**src/rtl/updi_pkg.sv**
```systemverilog
// updi_pkg: shared definitions for the UPDI receive path.
//   updi_rx_state   - receiver FSM state encoding
//   UPDI_SYNC_CHAR  - SYNCH character value (0x55)
//   UPDI_BREAK_BITS - BREAK length in bit times
//   UPDI_SYNC_EDGES - falling edges measured across one SYNCH character
package updi_pkg;

  typedef enum logic [3:0] {
    ST_UNLOCKED     = 4'd0,
    ST_SYNC_MEASURE = 4'd1,
    ST_IDLE         = 4'd2,
    ST_START        = 4'd3,
    ST_DATA         = 4'd4,
    ST_PARITY       = 4'd5,
    ST_STOP         = 4'd6,
    ST_STOP_WAIT    = 4'd7,  // stop sampled low: wait for line high, then IDLE
    ST_WAIT_HIGH    = 4'd8
  } updi_rx_state;

  localparam logic [7:0] UPDI_SYNC_CHAR  = 8'h55;
  localparam int         UPDI_BREAK_BITS = 12;
  localparam int         UPDI_SYNC_EDGES = 5;

endpackage

```
**src/rtl/updi_line_sync.sv**
```systemverilog
// updi_line_sync: 2-flop synchroniser for the asynchronous UPDI line plus
// single-cycle edge strobes. All flops reset to the idle-high level so no
// spurious edge appears when reset is released.
//   clk, rst - clock, synchronous active-high reset
//   i_rx     - asynchronous line input
//   o_line   - synchronised line level
//   o_fall   - high for one cycle when o_line goes 1 -> 0
//   o_rise   - high for one cycle when o_line goes 0 -> 1
module updi_line_sync (
  input  logic clk,
  input  logic rst,
  input  logic i_rx,
  output logic o_line,
  output logic o_fall,
  output logic o_rise
);

  logic r_meta;
  logic r_sync;
  logic r_prev;

  always_ff @(posedge clk) begin
    if (rst) begin
      r_meta <= 1'b1;
      r_sync <= 1'b1;
      r_prev <= 1'b1;
    end else begin
      r_meta <= i_rx;
      r_sync <= r_meta;
      r_prev <= r_sync;
    end
  end

  assign o_line = r_sync;
  assign o_fall = r_prev & ~r_sync;
  assign o_rise = ~r_prev & r_sync;

endmodule

```
**src/rtl/updi_sync_rx.sv**
```systemverilog
// updi_sync_rx: UPDI target-side UART receiver with baud detection from the
// 0x55 SYNCH character, parity/stop checking and optional BREAK detection.
//   clk, rst       - clock, synchronous active-high reset
//   rx             - asynchronous UPDI line (idles high)
//   relock         - pulse: drop lock and re-measure SYNCH
//   rx_data        - last received byte
//   rx_data_valid  - one-cycle pulse per completed frame
//   rx_error       - one-cycle pulse on parity/framing/SYNCH error
//   break_detected - one-cycle pulse on BREAK
//   baud_locked    - baud_div is valid
//   baud_div       - measured bit period in clk cycles
// Optional feature macro: UPDI_SYNC_RX_BREAK_EN (BREAK detection). When it is
// undefined no low-run counter exists and break_detected is tied low.
module updi_sync_rx
  import updi_pkg::*;
#(
  parameter string PARITY_BIT = "even",
  parameter int    STOP_BITS  = 2,
  parameter int    DIV_WIDTH  = 16,
  parameter int    MIN_DIV    = 4
) (
  input  logic                 clk,
  input  logic                 rst,
  input  logic                 rx,
  input  logic                 relock,
  output logic [7:0]           rx_data,
  output logic                 rx_data_valid,
  output logic                 rx_error,
  output logic                 break_detected,
  output logic                 baud_locked,
  output logic [DIV_WIDTH-1:0] baud_div
);

  localparam bit                   PAR_EN    = (PARITY_BIT != "none");
  localparam bit                   PAR_ODD   = (PARITY_BIT == "odd");
  localparam logic [DIV_WIDTH-1:0] CNT_ONE   = DIV_WIDTH'(1);
  localparam logic [DIV_WIDTH:0]   MIN_DIV_W = (DIV_WIDTH+1)'(MIN_DIV);
  localparam logic [2:0]           EDGES_W   = 3'(UPDI_SYNC_EDGES);
  localparam logic [2:0]           LAST_STOP = 3'(STOP_BITS - 1);

  logic w_line, w_fall, w_rise;

  updi_line_sync u_line_sync (
    .clk    (clk),
    .rst    (rst),
    .i_rx   (rx),
    .o_line (w_line),
    .o_fall (w_fall),
    .o_rise (w_rise)
  );

  updi_rx_state         r_state;
  logic [DIV_WIDTH-1:0] r_cnt;
  logic [DIV_WIDTH-1:0] r_baud_div;
  logic [2:0]           r_edges;
  logic [2:0]           r_bit_cnt;
  logic [7:0]           r_shift;
  logic [7:0]           r_rx_data;
  logic                 r_par, r_par_err, r_stop_err, r_defer;
  logic                 r_locked, r_valid, r_error;

  // Span of 8 bit times, rounded to the nearest bit period.
  logic [DIV_WIDTH:0]   w_div_calc;
  logic [DIV_WIDTH-1:0] w_half;
  logic                 w_cnt_sat;
  logic                 w_frame_err;
  logic                 w_stop_defer;
  logic                 w_break;

  assign w_div_calc  = ({1'b0, r_cnt} + (DIV_WIDTH+1)'(4)) >> 3;
  assign w_half      = r_baud_div >> 1;
  assign w_cnt_sat   = &r_cnt;
  assign w_frame_err = r_par_err | r_stop_err | ~w_line;

`ifdef UPDI_SYNC_RX_BREAK_EN
  logic [DIV_WIDTH+3:0] r_low_cnt;
  logic [DIV_WIDTH+3:0] w_break_thr;
  logic                 r_break;
  logic                 r_seen_high;

  assign w_break_thr = (DIV_WIDTH+4)'(r_baud_div) * (DIV_WIDTH+4)'(UPDI_BREAK_BITS);
  // r_low_cnt lags the low run by one cycle, hence the -1.
  assign w_break = r_locked & ~w_line & (r_low_cnt >= w_break_thr - (DIV_WIDTH+4)'(1));
  // A frame that was low at every point may be the start of a BREAK: hold
  // its result until the line either rises or the BREAK threshold is hit.
  assign w_stop_defer   = ~r_seen_high & ~w_line;
  assign break_detected = r_break;

  always_ff @(posedge clk) begin
    if (rst || w_line || !r_locked) begin
      r_low_cnt <= '0;
    end else if (!(&r_low_cnt)) begin
      r_low_cnt <= r_low_cnt + (DIV_WIDTH+4)'(1);
    end
  end
`else
  assign w_break        = 1'b0;
  assign w_stop_defer   = 1'b0;
  assign break_detected = 1'b0;
`endif

  always_ff @(posedge clk) begin
    if (rst) begin
      r_state    <= ST_UNLOCKED;
      r_cnt      <= '0;
      r_baud_div <= '0;
      r_edges    <= '0;
      r_bit_cnt  <= '0;
      r_shift    <= '0;
      r_rx_data  <= '0;
      r_par      <= 1'b0;
      r_par_err  <= 1'b0;
      r_stop_err <= 1'b0;
      r_defer    <= 1'b0;
      r_locked   <= 1'b0;
      r_valid    <= 1'b0;
      r_error    <= 1'b0;
`ifdef UPDI_SYNC_RX_BREAK_EN
      r_break     <= 1'b0;
      r_seen_high <= 1'b1;
`endif
    end else begin
      r_valid <= 1'b0;
      r_error <= 1'b0;
`ifdef UPDI_SYNC_RX_BREAK_EN
      r_break     <= 1'b0;
      r_seen_high <= r_seen_high | w_line;
`endif
      if (relock) begin
        r_state  <= ST_UNLOCKED;
        r_locked <= 1'b0;
        r_defer  <= 1'b0;
      end else if (w_break) begin
`ifdef UPDI_SYNC_RX_BREAK_EN
        r_break  <= 1'b1;
`endif
        r_locked <= 1'b0;
        r_defer  <= 1'b0;
        r_state  <= ST_WAIT_HIGH;
      end else begin
        case (r_state)
          ST_UNLOCKED: begin
            if (w_fall) begin
              r_cnt   <= CNT_ONE;
              r_edges <= 3'd1;
              r_state <= ST_SYNC_MEASURE;
            end
          end
          ST_SYNC_MEASURE: begin
            if (r_edges == EDGES_W) begin
              // All edges seen; the rise is the SYNCH stop bit.
              if (w_rise) begin
                r_locked <= 1'b1;
                r_state  <= ST_IDLE;
              end
            end else if (w_fall && (r_edges == EDGES_W - 3'd1)) begin
              r_edges <= EDGES_W;
              if (w_div_calc < MIN_DIV_W) begin
                r_error <= 1'b1;
                r_state <= ST_WAIT_HIGH;
              end else begin
                r_baud_div <= w_div_calc[DIV_WIDTH-1:0];
              end
            end else if (w_cnt_sat) begin
              r_error <= 1'b1;
              r_state <= ST_WAIT_HIGH;
            end else begin
              r_cnt <= r_cnt + CNT_ONE;
              if (w_fall) r_edges <= r_edges + 3'd1;
            end
          end
          ST_IDLE: begin
            if (w_fall) begin
              r_cnt   <= CNT_ONE;
              r_state <= ST_START;
`ifdef UPDI_SYNC_RX_BREAK_EN
              r_seen_high <= 1'b0;
`endif
            end
          end
          ST_START: begin
            if (r_cnt == w_half) begin
              r_cnt      <= CNT_ONE;
              r_bit_cnt  <= '0;
              r_par      <= 1'b0;
              r_par_err  <= 1'b0;
              r_stop_err <= 1'b0;
              r_state    <= w_line ? ST_IDLE : ST_DATA;
            end else begin
              r_cnt <= r_cnt + CNT_ONE;
            end
          end
          ST_DATA: begin
            if (r_cnt == r_baud_div) begin
              r_cnt     <= CNT_ONE;
              r_shift   <= {w_line, r_shift[7:1]};
              r_par     <= r_par ^ w_line;
              r_bit_cnt <= r_bit_cnt + 3'd1;
              if (r_bit_cnt == 3'd7) r_state <= PAR_EN ? ST_PARITY : ST_STOP;
            end else begin
              r_cnt <= r_cnt + CNT_ONE;
            end
          end
          ST_PARITY: begin
            if (r_cnt == r_baud_div) begin
              r_cnt     <= CNT_ONE;
              r_par_err <= r_par ^ w_line ^ PAR_ODD;
              r_state   <= ST_STOP;
            end else begin
              r_cnt <= r_cnt + CNT_ONE;
            end
          end
          ST_STOP: begin
            if (r_cnt == r_baud_div) begin
              r_cnt <= CNT_ONE;
              if (r_bit_cnt == LAST_STOP) begin
                if (w_stop_defer) begin
                  r_defer <= 1'b1;
                end else begin
                  r_rx_data <= r_shift;
                  r_valid   <= 1'b1;
                  r_error   <= w_frame_err;
                end
                r_state <= w_line ? ST_IDLE : ST_STOP_WAIT;
              end else begin
                r_stop_err <= r_stop_err | ~w_line;
                r_bit_cnt  <= r_bit_cnt + 3'd1;
              end
            end else begin
              r_cnt <= r_cnt + CNT_ONE;
            end
          end
          ST_STOP_WAIT: begin
            if (w_line) begin
              // A held-back all-low frame turned out not to be a BREAK.
              if (r_defer) begin
                r_rx_data <= r_shift;
                r_valid   <= 1'b1;
                r_error   <= 1'b1;
                r_defer   <= 1'b0;
              end
              r_state <= ST_IDLE;
            end
          end
          ST_WAIT_HIGH: begin
            if (w_line) r_state <= ST_UNLOCKED;
          end
          default: r_state <= ST_UNLOCKED;
        endcase
      end
    end
  end

  assign rx_data       = r_rx_data;
  assign rx_data_valid = r_valid;
  assign rx_error      = r_error;
  assign baud_locked   = r_locked;
  assign baud_div      = r_baud_div;

endmodule
```
**config.mk**
```make
export PLATFORM = sky130hd
export DESIGN_NAME = updi_sync_rx
export DESIGN_NICKNAME = d
export VERILOG_FILES = /design/src/rtl/updi_pkg.sv /design/src/rtl/updi_line_sync.sv /design/src/rtl/updi_sync_rx.sv
export SDC_FILE = /design/constraint.sdc
export NUM_CORES = 1
export LEC_CHECK = 0
export CORE_UTILIZATION = 60
export DETAILED_ROUTE_END_ITERATION = 12
export GPL_ROUTABILITY_DRIVEN = 0
export PLACE_DENSITY = 0.82
export SLEW_MARGIN = 20
export SYNTH_ARGS = -nofsm -noshare
export SYNTH_HDL_FRONTEND = slang
export SYNTH_SLANG_ARGS = --single-unit
```
**constraint.sdc**
```tcl
create_clock -name clk -period 6.4 [get_ports clk]
set_clock_uncertainty 0.05 [all_clocks]
set_input_delay 1.92 -clock clk [delete_from_list [all_inputs] [get_ports clk]]
set_output_delay 1.92 -clock clk [all_outputs]
set_load 0.02 [all_outputs]
```
==> run_results.csv <==
group,metric,value,unit
outcome,outcome,"complete, no violations",
yosys,synth_compound_gate_area_share,0.128,
clocking,path_clk_slew,0.08,ns
job,max_cap_violations,0,
pwr,switching_power_as_a_share_of_total_power,0.248,
route,route.detailed.wl_per_inst,16.3,µm
global_routing,remaining_global_route_overflow,0,
critical_path,worstSetupPathType,"in -> reg",
floorplanning,core_region_area,0.00599,mm²
clocking,post_cts_hold_buffer_count,0,
global_routing,first_global_vias,2873,
final_layout,layout_commonest_cell,"nor2_1",
route,route.detailed.drc,0,
floorplanning,floorplan.rows,28,
yosys,portion_of_synthesized_cell_area_occupied_by_the_leading_cell_type,0.344,
clocking,cts_root_buf,"clkbuf_8",
critical_path,rr_endpoint,"baud_div[4]$_SDFFE_PP0P_",
place,io_buffers,28,
final_layout,drive_gt1_frac,0.0703,
yosys,synth_area_leaders,"dfxtp_1, nor2_1, mux2i_1",
route,number_of_detailed_route_iterations_in_the_first_pass,8,
critical_path,critical_path_start_type,"input port",
yosys,synth_async_reset_ratio,0,
yosys,ys_seq_area_frac,0.344,
final_layout,fin_area,0.00419,mm²
route,postRouteWirelength,8640,µm
floorplanning,die_w,81.4,µm
global_routing,grt_use_total,0.279,
clocking,worst_skew_pair.late_latency,0.35,ns
final_layout,syn_to_final_growth,10.7,%
yosys,syn_avg_cell_area,8.52,µm²
yosys,seq_cells_post_synth,65,
yosys,synth_enable_flop_cells,0,
pwr,switchingPower,0.198,mW
global_routing,grt_antenna_before_repair,0,
critical_path,startpoint,"relock",
min_path,worstHoldPathType,"reg -> reg",
floorplanning,start_util,0.631,
pwr,comb_power_share,0.037,
clocking,cts_tree,"yes",
critical_path,timing.reg2reg.setup_slack,3.15,ns
pwr,sequentialPowerShare,0.514,
yosys,synth_xor_area_frac,0.123,
sta,max_slew_margin,0.363,
yosys,synth_top_family_by_area,"simple AND/OR/NAND/NOR gates",
sta,fin_tns_setup,0,ns
critical_path,cp.arrival,4.18,ns
clocking,post_cts.repair.setup_buffers,0,
final_layout,finalCoreUtilization,0.699,
place,place.detailed.instances,514,
clocking,postCtsResizedCells,0,
route,avgViaCountPerCell,6.18,
sta,report.final.hold_viol_count,0,
global_routing,grt_start_max_net_pins,48,
yosys,synth.distinct_cells,57,
yosys,post_synth_mux_area_share,0.0692,
min_path,min-delay-start,"u_line_sync.r_meta$_SDFF_PP1_",
sta,worst_slew_pin_slew,0.955,ns
yosys,post_synth_inst_count,444,
place,post_place_instance_area,0.00398,mm²
clocking,cts_sinks,65,
sta,unrepaired_setup_endpoints_after_global_routing,"false",
floorplanning,fp.dieArea,0.00662,mm²
floorplanning,die-height,81.4,µm
critical_path,cp-end-kind,"flop",
yosys,synthDominantAreaCellType,"dfxtp_1",
route,antenna_left,0,
yosys,synthSimpleGateAreaFrac,0.248,
pwr,clockPowerShare,0.449,
sta,fmax,253,MHz
final_layout,instances_no_fill,530,
critical_path,worstPathMaxFanout,14,
sta,final-max-slew-violation-count,0,
pwr,peakVddDrop,0.168,mV
sta,worst_case_hold_slack,0.372,ns
sta,finalWorstPathRequiredPeriod,3.96,ns
yosys,syn_area,0.00378,mm²
route,drt_iter0_drc,302,
global_routing,grt_pass1_wl,14000,µm
critical_path,rr_startpoint,"r_cnt[6]$_SDFFE_PP0P_",
final_layout,mostFrequentLayoutCells,"nor2_1, dfxtp_1, clkdlybuf4s50_1, xor2_1, xnor2_1",
clocking,clock_buffers_created_by_tritoncts,9,
final_layout,antennaDiodeCount,0,
route,route.vias.total,3277,
yosys,ys.flop_type,"dfxtp_1",
pwr,power-per-cell-area,190,mW/mm²
sta,setup_failing_eps_final,0,
pwr,internal-power,0.598,mW
clocking,cts_max_path_buffers,2,
final_layout,nets,462,
min_path,whs_endpoint,"u_line_sync.o_line$_SDFF_PP1_",
clocking,cts.htree.levels,3,
critical_path,critical_path_required,6.63,ns
yosys,synth.yosys.warnings,0,
floorplanning,i_o_pin_total,32,
pwr,static-leakage-power,1.45,nW
min_path,holdPathStages,1,
yosys,synth-adder-area-share,0.0265,
critical_path,r2r.worst_path.cells,7,
sta,timing.final.crit_share,0.618,
place,detailedPlacementHpwl,5900,µm
-- worst max-delay path by stage --
stage | end | slack, ns
after floorplan | r_cnt[11]$_SDFFE_PP0P_ | 3.20
after detailed placement | r_cnt[11]$_SDFFE_PP0P_ | 2.14
after global routing | r_cnt[11]$_SDFFE_PP0P_ | 2.29
final | r_cnt[11]$_SDFFE_PP0P_ | 2.44
after global placement | baud_div[0]$_SDFFE_PP0P_ | 2.27
after CTS | r_cnt[11]$_SDFFE_PP0P_ | 2.51
-- kinds of logic (layout without fill, tap and decap cells) --
group,after synthesis,count (layout)
AO/OA/AOI/OAI,71,71
adder cells (fa/ha/maj),8,8
XOR/XNOR,53,53
AND/OR/NAND/NOR,175,175
other,1,3
buffers and inverters,45,54
multiplexers,26,26
flip-flops,65,65
-- power groups by stage --
| stage | logic [mW] | registers (mW) | clock network (mW) |
|---|---|---|---|
| CTS | 0.0291 | 0.409 | 0.362 |
| global placement | 0.0280 | 0.418 | 0 |
| finish | 0.0293 | 0.409 | 0.358 |
| global route | 0.0324 | 0.409 | 0.380 |
| detailed placement | 0.0290 | 0.418 | 0 |
| floorplan | 0.0251 | 0.416 | 0 |
-- registers in the layout, indices dropped and copies added (netlist names), 3 cells and up --
name and flops:
r_cnt 16, baud_div 14, r_shift 8, rx_data 8, r_state 4, r_bit_cnt 3
r_edges 3
-- synthesized netlist by cell type, drive strengths merged, types with 2 or more instances --
cell type  count
nor4b          2
o21ai         11
o31ai          4
nand2b         5
a2111oi        4
nor2          70
and2           2
o21a           2
nor4           9
clkbuf        19
nor2b          3
xnor2         26
mux2i         25
nand2         21
xor2          27
nand3         15
a21oi         12
or3            6
a31oi          8
or2            4
and4           4
inv            7
a21boi         2
buf           19
dfxtp         65
and3           8
nand4         15
ha             8
nor3           6
a211oi        17
nand3b         2
-- cell type report --
type | instances | area, µm²
Clock inverter | 7 | 80.1
Timing Repair Buffer | 31 | 303
Inverter | 7 | 26.3
Clock buffer | 9 | 124
Tap cell | 75 | 93.8
Sequential cell | 65 | 1300
Fill cell | 471 | 1810
Multi-Input combinational cell | 336 | 2260
-- worst max-delay path, stage by stage --
cell and delay, ns:
clkdlybuf4s50_1 0.70, nor2_1 0.25, nand4_1 0.13, a21oi_1 0.14, buf_4 0.22, nand4_1 0.27
or3_1 0.40, a21oi_1 0.14
-- per-layer routing --
metal / wire [µm] / vias up / track usage
li1: - / 1581 / -
met1: 3890 / 1526 / 0.385
met2: 3910 / 152 / 0.415
met3: 658 / 18 / 0.0640
met4: 184 / 0 / 0.114
met5: 0 / - / 0
-- stage by stage --
step | power [mW] | setup WS, ns
floorplan | 0.441 | 3.20
global route | 0.821 | 2.29
CTS | 0.800 | 2.51
detailed placement | 0.447 | 2.14
global placement | 0.446 | 2.27
finish | 0.796 | 2.44
(Power assumes the default switching activity.)
